===== config.mk =====
export PLATFORM = sky130hd
export DESIGN_NAME = xor_decoder_stream
export DESIGN_NICKNAME = d
export VERILOG_FILES = /design/src/rtl/xordec_pkg.sv /design/src/rtl/xordec_fifo2.sv /design/src/rtl/xor_decoder_stream.sv
export SDC_FILE = /design/constraint.sdc
export NUM_CORES = 1
export LEC_CHECK = 0
export ABC_CLOCK_PERIOD_IN_PS = 1610
export CORE_UTILIZATION = 49
export DETAILED_ROUTE_END_ITERATION = 12
export PLACE_DENSITY_LB_ADDON = 0.08
export SLEW_MARGIN = 15
export SYNTH_ARGS = -nofsm -noshare
export SYNTH_HDL_FRONTEND = slang
export SYNTH_SLANG_ARGS = --single-unit

===== constraint.sdc =====
create_clock -name clk -period 1.61 [get_ports clk]
set_clock_uncertainty 0.15 [all_clocks]
set_input_delay 0.161 -clock clk [delete_from_list [all_inputs] [get_ports clk]]
set_output_delay 0.161 -clock clk [all_outputs]
set_load 0.01 [all_outputs]

===== src/rtl/xordec_pkg.sv =====
// Shared types for the xor decoder stream: request modes and result-buffer occupancy.
package xordec_pkg;

  localparam int MODE_W = 2;

  typedef enum logic [MODE_W-1:0] {
    STRIPE = 2'd0,
    ONEHOT = 2'd1,
    THERM  = 2'd2,
    XACC   = 2'd3
  } xordec_mode_t;

  typedef enum logic [1:0] {
    OCC_EMPTY = 2'd0,
    OCC_ONE   = 2'd1,
    OCC_FULL  = 2'd2
  } xordec_occ_t;

endpackage


===== src/rtl/xordec_fifo2.sv =====
// Two-entry result buffer. The head register drives out_data; ready/valid come
// only from registered occupancy, so there is no out_ready -> in_ready path.
module xordec_fifo2
  import xordec_pkg::*;
#(
  parameter int W = 8
) (
  input  logic         clk,
  input  logic         rst,
  input  logic         in_valid,
  output logic         in_ready,
  input  logic [W-1:0] in_data,
  output logic         out_valid,
  input  logic         out_ready,
  output logic [W-1:0] out_data
);

  xordec_occ_t  occ;
  logic [W-1:0] head;
  logic [W-1:0] tail;
  logic         push;
  logic         pop;

  assign in_ready  = (occ != OCC_FULL);
  assign out_valid = (occ != OCC_EMPTY);
  assign push      = in_valid & in_ready;
  assign pop       = out_ready & out_valid;
  assign out_data  = head;

  always_ff @(posedge clk) begin
    if (rst) begin
      // NOTE: the data registers are reset as well, because out must read 0 after reset.
      occ  <= OCC_EMPTY;
      head <= '0;
      tail <= '0;
    end else begin
      case (occ)
        OCC_EMPTY: begin
          if (push) begin
            head <= in_data;
            occ  <= OCC_ONE;
          end
        end
        OCC_ONE: begin
          // Simultaneous push and pop: the new entry replaces the head directly.
          if (push && pop) begin
            head <= in_data;
          end else if (push) begin
            tail <= in_data;
            occ  <= OCC_FULL;
          end else if (pop) begin
            occ  <= OCC_EMPTY;
          end
        end
        default: begin
          if (pop) begin
            head <= tail;
            occ  <= OCC_ONE;
          end
        end
      endcase
    end
  end

endmodule


===== src/rtl/xor_decoder_stream.sv =====
// Expands a select word into an OUT_W-bit pattern (stripe, one-hot, thermometer
// or accumulated stripe) and delivers results through a 2-entry buffer.
module xor_decoder_stream
  import xordec_pkg::*;
#(
  parameter int SEL_W = 1,
  parameter int OUT_W = 128,
  parameter int CNT_W = 16
) (
  input  logic              clk,
  input  logic              rst,
  input  logic              in_valid,
  output logic              in_ready,
  input  logic [SEL_W-1:0]  a,
  input  logic [MODE_W-1:0] mode,
  output logic              out_valid,
  input  logic              out_ready,
  output logic [OUT_W-1:0]  out,
  output logic [CNT_W-1:0]  accepted
);

  function automatic logic [OUT_W-1:0] stripe_pat(input logic [SEL_W-1:0] sel);
    logic [OUT_W-1:0] p;
    p = '0;
    for (int i = 0; i < OUT_W; i += 2) p[i] = sel[(i / 2) % SEL_W];
    return p;
  endfunction

  function automatic logic [OUT_W-1:0] onehot_pat(input logic [SEL_W-1:0] sel);
    logic [OUT_W-1:0] p;
    for (int i = 0; i < OUT_W; i++) p[i] = (i == int'(sel));
    return p;
  endfunction

  function automatic logic [OUT_W-1:0] therm_pat(input logic [SEL_W-1:0] sel);
    logic [OUT_W-1:0] p;
    for (int i = 0; i < OUT_W; i++) p[i] = (i < int'(sel));
    return p;
  endfunction

  xordec_mode_t     mode_e;
  logic             accept;
  logic [OUT_W-1:0] acc;
  logic [OUT_W-1:0] acc_next;
  logic [OUT_W-1:0] stripe_p;
  logic [OUT_W-1:0] result;

  assign mode_e = xordec_mode_t'(mode);
  assign accept = in_valid & in_ready;

  always_comb begin
    // NOTE: result gets a default first so no path through the case can infer a latch.
    result   = '0;
    stripe_p = stripe_pat(a);
    acc_next = acc ^ stripe_p;
    case (mode_e)
      STRIPE:  result = stripe_p;
      ONEHOT:  result = onehot_pat(a);
      THERM:   result = therm_pat(a);
      default: result = acc_next;
    endcase
  end

  always_ff @(posedge clk) begin
    if (rst) begin
      acc      <= '0;
      accepted <= '0;
    end else if (accept) begin
      accepted <= accepted + CNT_W'(1);
      if (mode_e == XACC) acc <= acc_next;
    end
  end

  xordec_fifo2 #(
    .W(OUT_W)
  ) u_fifo (
    .clk      (clk),
    .rst      (rst),
    .in_valid (in_valid),
    .in_ready (in_ready),
    .in_data  (result),
    .out_valid(out_valid),
    .out_ready(out_ready),
    .out_data (out)
  );

endmodule


After elaboration in Yosys (flattened, before gate mapping):

Cells that the tools add are included.

* add/sub/neg operators: 1
* order comparisons: 1
* equality and inequality tests: 9
* mux-type cells: 11
* bitwise gates (word level): 5
* reduce and logical (&&, ||, !) cells: 9

Operators by type and width (count)
* two-way mux 128 bit: 3
* case mux 128 bit (3 select lines): 1
* case mux 128 bit (2 select lines): 1
* bitwise XOR 128 x 127 -> 128 bit: 1
* adder 16 x 1 -> 16 bit, second input constant: 1
* two-way mux 2 bit: 5
* AND reduction 3 bit: 2
* == test 2 x 1 -> 1 bit, second input constant: 2
* == test 2 bit, second input constant: 2
* logical NOT 2 bit: 2
* inequality test 2 x 1 -> 1 bit, second input constant: 2
* inequality test 2 bit, second input constant: 2
* case mux 2 bit (2 select lines): 1
* AND reduction 4 bit: 1
* inequality test 3 x 1 -> 1 bit, second input constant: 1
* nonzero test 3 bit: 1
* AND 1 bit: 2
* inverter 1 bit: 2
* AND reduction 2 bit: 1
* nonzero test 2 bit: 1
* logical AND 1 bit: 1
* < comparator 1 bit, first input constant: 1

* register bits: 402
* input port bits: 7
* output and inout bits: 146

Depth between registers and ports, before layout:

Gate-level depths: netlist of the first run.

* depth after elaboration: 6
* mapped depth: 7

Hierarchy:

A second synthesis of the first run with hierarchy kept.

* cell total of the unflattened synthesis: 1604
* area, all modules: 14816.7 um2

Modules (own cells, without submodules)
* xordec_fifo2: instances 1, cells an instance 1156, area each 10959.3 um2
* xor_decoder_stream: instances 1, cells an instance 448, area each 3857.4 um2

Worst setup path after synthesis of the first run:

Ideal clock, no wire load.

* path kind: register to register
* from: reg accepted[3]
* to: reg accepted[15]
* library setup time: 0.070 ns
* arrival time: 1.426 ns
* slack: -0.036 ns
* cell stages (with the launch flop): 5
* path buffers: 0
* period minus slack after synthesis: 1.646 ns
* path through: dfxtp_1 and4_4 nand4_4 or4_1 a21oi_1

* cells in the longest elaborated chain, start to end: 1

Ends and longest elaborated chain
* start: declaration: line xor_decoder_stream.sv:19 `output logic [CNT_W-1:0] accepted`
* start signal: assignment: line xor_decoder_stream.sv:69 `accepted <= accepted + CNT_W'(1);`
* adder 16 x 1 -> 16 bit: line xor_decoder_stream.sv:69

Every way passes these cells.
A chain may end at the register's enable or synchronous reset.

Final worst setup path of the first run:

* from: reg u_fifo.occ[0]
* to: reg accepted[15]

* cells in the longest elaborated chain, start to end: 2

Ends and longest elaborated chain
* start: declaration: line xordec_fifo2.sv:18 `xordec_occ_t occ;`
* start signal: assignment: line xordec_fifo2.sv:33 `occ <= OCC_EMPTY;`
* start signal: assignment: line xordec_fifo2.sv:41 `occ <= OCC_ONE;`
* start signal: assignment: line xordec_fifo2.sv:50 `occ <= OCC_FULL;`
* inequality test 2 bit: line xordec_fifo2.sv:24 `assign in_ready = (occ != OCC_FULL);`
* AND 1 bit: line xor_decoder_stream.sv:49 `assign accept = in_valid & in_ready;`

Every way passes these cells.

==> summary.md, run 1 <==
| Metric | Value |
|---|---|
| Outcome | `finished, violations left` |
| Failing checks | `negative setup slack` |
| DRC viols | `0` |
| Max Cap Viol | `0` |
| Comb pwr share | `about 14%` |
| Site row count | `52` |
| Net Switching | `approximately 3.3 mW` |
| Die H | `147 µm` |
| Buf+Inv Stages, Crit Path | `1` |
| Largest net degree at the start of global routing | `just under 60` |
| # diodes | `0` |
| HP Class | `input port to flip-flop` |
| Post-route minimum period | `between 1.5 and 2 ns` |
| Met2 GRT Util | `36.6%` |
| Critical Path Source Type | `flip-flop` |
| Area delta synth->final | `27.0%` |
| Total track usage | `approximately 22%` |
| Power per cell area | `between 900 and 1000 mW/mm²` |
| Leak | `about 5.3 nW` |
| Drt total wl | `between 20 and 30 mm` |
| Initial antenna violation count | `0` |
| Syn Inst Count | `roughly 1,200` |
| Final setup vio count | `3` |
| Clock Power Share | `41.2%` |
| Family with the most delay on the worst path | `simple AND/OR/NAND/NOR gates` |
| Num CTS Buffers | `24` |
| Fin nets | `1,291` |
| Die area | `0.0215 mm²` |
| Met3 usage | `2.59%` |
| Worst Path Required | `about 1.9 ns` |
| Die Wd | `around 150 µm` |
| Final period util | `101%` |
| Internal power | `around 9.4 mW` |
| Global-route wire length before repair | `between 30 and 40 mm` |
| H-tree Lvls | `1` |
| Seq/Total Area, Yosys | `roughly 41%` |
| Remaining Overflow, GRT | `0` |
| RSZ-0062 raised after global routing | `true` |
| CP max FO | `7` |
| Syn. warnings | `0` |
| Top post-synthesis cells by area | `dfxtp_1 (41%), nor2_1 (7.4%), o211ai_2 (7.3%)` |
| DR iter-0 viols | `roughly 390` |
| Crit path capture type | `flip-flop` |
| Clock tree buffer depth | `3` |
| Number of synthesized flops with an enable pin | `0` |
| Post-route ant nets | `0` |
| Slowest stage delay, CP | `between 0.5 and 0.6 ns` |
| Peak VDD IR | `approximately 0.69 mV` |
| Switching share of power | `about a quarter` |
| Slew Limit Fails | `0` |
| Clk Tree Root Cell | `clkbuf_16` |
| Design area | `about 0.013 mm²` |
| Fraction of power consumed by sequential logic | `around 44%` |
| Gr busiest metal | `met2` |
| Layout cell share with drive strength beyond 1 | `between 20% and 30%` |
| Hold WS | `0.0329 ns` |
| Sequential standard cell area | `~0.0043 mm²` |
| Starting Density | `50.3%` |
| Cell area after synthesis | `0.0102 mm²` |
| Final hold vios | `0` |
| Worst-skew pair later-pin latency | `around 0.52 ns` |
| Average size of a mapped cell | `roughly 8.7 µm²` |
| Placeable Area | `a little over 0.02 mm²` |
| Via density | `about 5.3` |
| Fmax | `slightly above 600 MHz` |
| Post-route worst setup slack | `-0.0197 ns` |
| Setup slack at placement | `-0.974 ns` |
| #FFs+latches synth | `~210` |
| Area leader, netlist | `dfxtp_1` |
| CTS tree | `yes` |
| Synth top area share | `41.4%` |
| Footprint of the multi-input gates | `0.00565 mm²` |
| DP Area | `0.0115 mm²` |
| Crit Path Class | `flip-flop to flip-flop` |
| Fin cells | `~1,600` |
| Via count | `a little over 8,000` |
| Final HPWL from detailed placement | `around 14 mm` |
| Post-synth cell types | `43` |
| Clk sinks | `between 200 and 250` |
| WL per Instance | `16.2 µm` |
| Filler cells | `~1,800` |
| End-of-flow core utilization | `between 60% and 70%` |
| Boundary pin count | `153` |
| Placed Cells | `around 1,500` |
| Vias in the first global route | `a little under 8,000` |
| Worst-path clk slew | `~0.060 ns` |
| Initial DRT Pass Iterations | `4` |
| Asr flop ratio synth | `0%` |
| CP max-delay cell | `or4_4` |
| Final Wtd Congestion | `between 0.7 and 0.8` |
| CP Cell Sequence | `nand2b_4, buf_6, nand4_4, or4_4, a21oi_2` |
| Port buffer count | `approximately 90` |
| Main synth FF type | `dfxtp_1` |
| Met1 GRT Util | `between 30% and 40%` |
| Worst EP arrival | `roughly 1.9 ns` |
-- cells by family after synthesis --
kind of cell | after synthesis | share of synthesized area (%)
compound gates | 214 | 18.2
xor+xnor | 71 | 6.07
fa+ha+maj | 1 | 0.122
buf+inv | 171 | 10.2
flops | 212 | 41.4
mux | 2 | 0.220
other cells | 1 | 0.0366
simple gates | 506 | 23.7
-- worst reg2reg max path, cell delays in order, from the launching register on --
cell,delay [ns]
dfxtp_4,0.37
nand2b_4,0.15
buf_6,0.13
nand4_4,0.14
or4_4,0.51
a21oi_2,0.12
-- power groups by stage --
stage	clock network [mW]	registers, mW	logic (mW)
4_1_cts	5.35	5.61	1.60
3_3_place_gp	0	5.72	1.60
6_report	5.24	5.63	1.84
3_5_place_dp	0	5.72	1.62
2_1_floorplan	0	5.75	1.13
5_1_grt	5.54	5.66	2.00
-- Yosys cell counts (all sizes together), types with 2 or more instances --
cell type and n:
dfxtp 212, nor2 202, buf 126, a21oi 74
nand2 70, xor2 70, nor3 68, nand2b 65
nor2b 65, a221o 63, o211ai 63, clkbuf 42
or3 9, nand4 7, o21ai 7, nand3 6
and2 3, and3 3, inv 3, a211oi 2
and4 2, mux2 2, nand3b 2, nor3b 2
-- per-layer routing --
layer | up-vias | wire length [µm]
li1 | 4098 | -
met4 | 0 | 492
met5 | - | 0
met1 | 3969 | 12000
met2 | 178 | 12000
met3 | 33 | 914
-- repair_timing --
item / in CTS / in global routing
gates cloned: 1 / 11
resized for setup: 97 / 123
setup buffers: 10 / 3
endpoints found under the hold margin: 29 / 0
pin swaps: 7 / 82
setup endpoints to repair: 217 / 116
hold buffers: 1 / 0
-- registers in the layout, summed over array words and instances, names as in the netlist --
register and count:
acc 64, u_fifo.tail 65, u_fifo.occ 2, accepted 16, u_fifo.out_data 65
-- per-stage QoR --
stage	TNS, ns	power [mW]
finish	-0.0268	12.7
global route	-1.57	13.2
CTS	-0.0384	12.6
detailed placement	-130.47	7.34
global placement	-126.60	7.32
floorplan	0	6.88
-- final timing paths --
kind	start	endpoint	slack [ns]	depth (start not counted)
worst min-delay path	mode[1]	u_fifo.tail[1]	0.03	4
worst max register to register	u_fifo.occ[0]	accepted[15]	-0.02	5
worst min register to register	u_fifo.out_data[22]	u_fifo.out_data[22]	0.30	2
worst max-delay path	u_fifo.occ[0]	accepted[15]	-0.02	5
-- final cells by class --
cell class / count / area share, %
Clock buffer: 41 / 5.73
Sequential cell: 212 / 32.7
Clock inverter: 3 / 0.115
Multi-Input combinational cell: 858 / 43.4
Timing Repair Buffer: 184 / 15.3
Tap cell: 270 / 2.60
Inverter: 3 / 0.0865
-- layout by cell type (no fill, tap or decap), types with 3 or more instances in the layout --
master         netlist  routed
a21oi_1             74      37
a21oi_2              0      37
a221o_1             63      63
buf_12               0      22
buf_4               69      50
buf_6               13      10
buf_8                0       4
clkbuf_1            38      10
clkbuf_16            0      34
clkbuf_8             0       6
clkinv_2             0       3
conb_1               1      63
dfxtp_1            212     205
dfxtp_2              0       5
dlygate4sd2_1        0      83
inv_1                3       3
nand2_1             70      38
nand2_2              0      16
nand2_4              0      16
nand2b_1            64      64
nand3_1              6       5
nand4_1              6       6
nor2_1             201     201
nor2b_1             65      65
nor3_1              68      64
nor3_2               0       3
o211ai_1             3       3
o211ai_2            60      58
o21ai_0              7       5
or3_1                9       7
xor2_1              70      70
Note: power is estimated with default switching activity, not from simulation.
==> run 2: changes to the inputs <==
--- a/config.mk
+++ b/config.mk
@@ -9,6 +9,7 @@
 export CORE_UTILIZATION = 49
 export DETAILED_ROUTE_END_ITERATION = 12
 export PLACE_DENSITY_LB_ADDON = 0.08
+export RECOVER_POWER = 25
 export SLEW_MARGIN = 15
 export SYNTH_ARGS = -nofsm -noshare
 export SYNTH_HDL_FRONTEND = slang
==> results of run 2 <==
Final layout, timing and power as in run 1 (identical DEF).
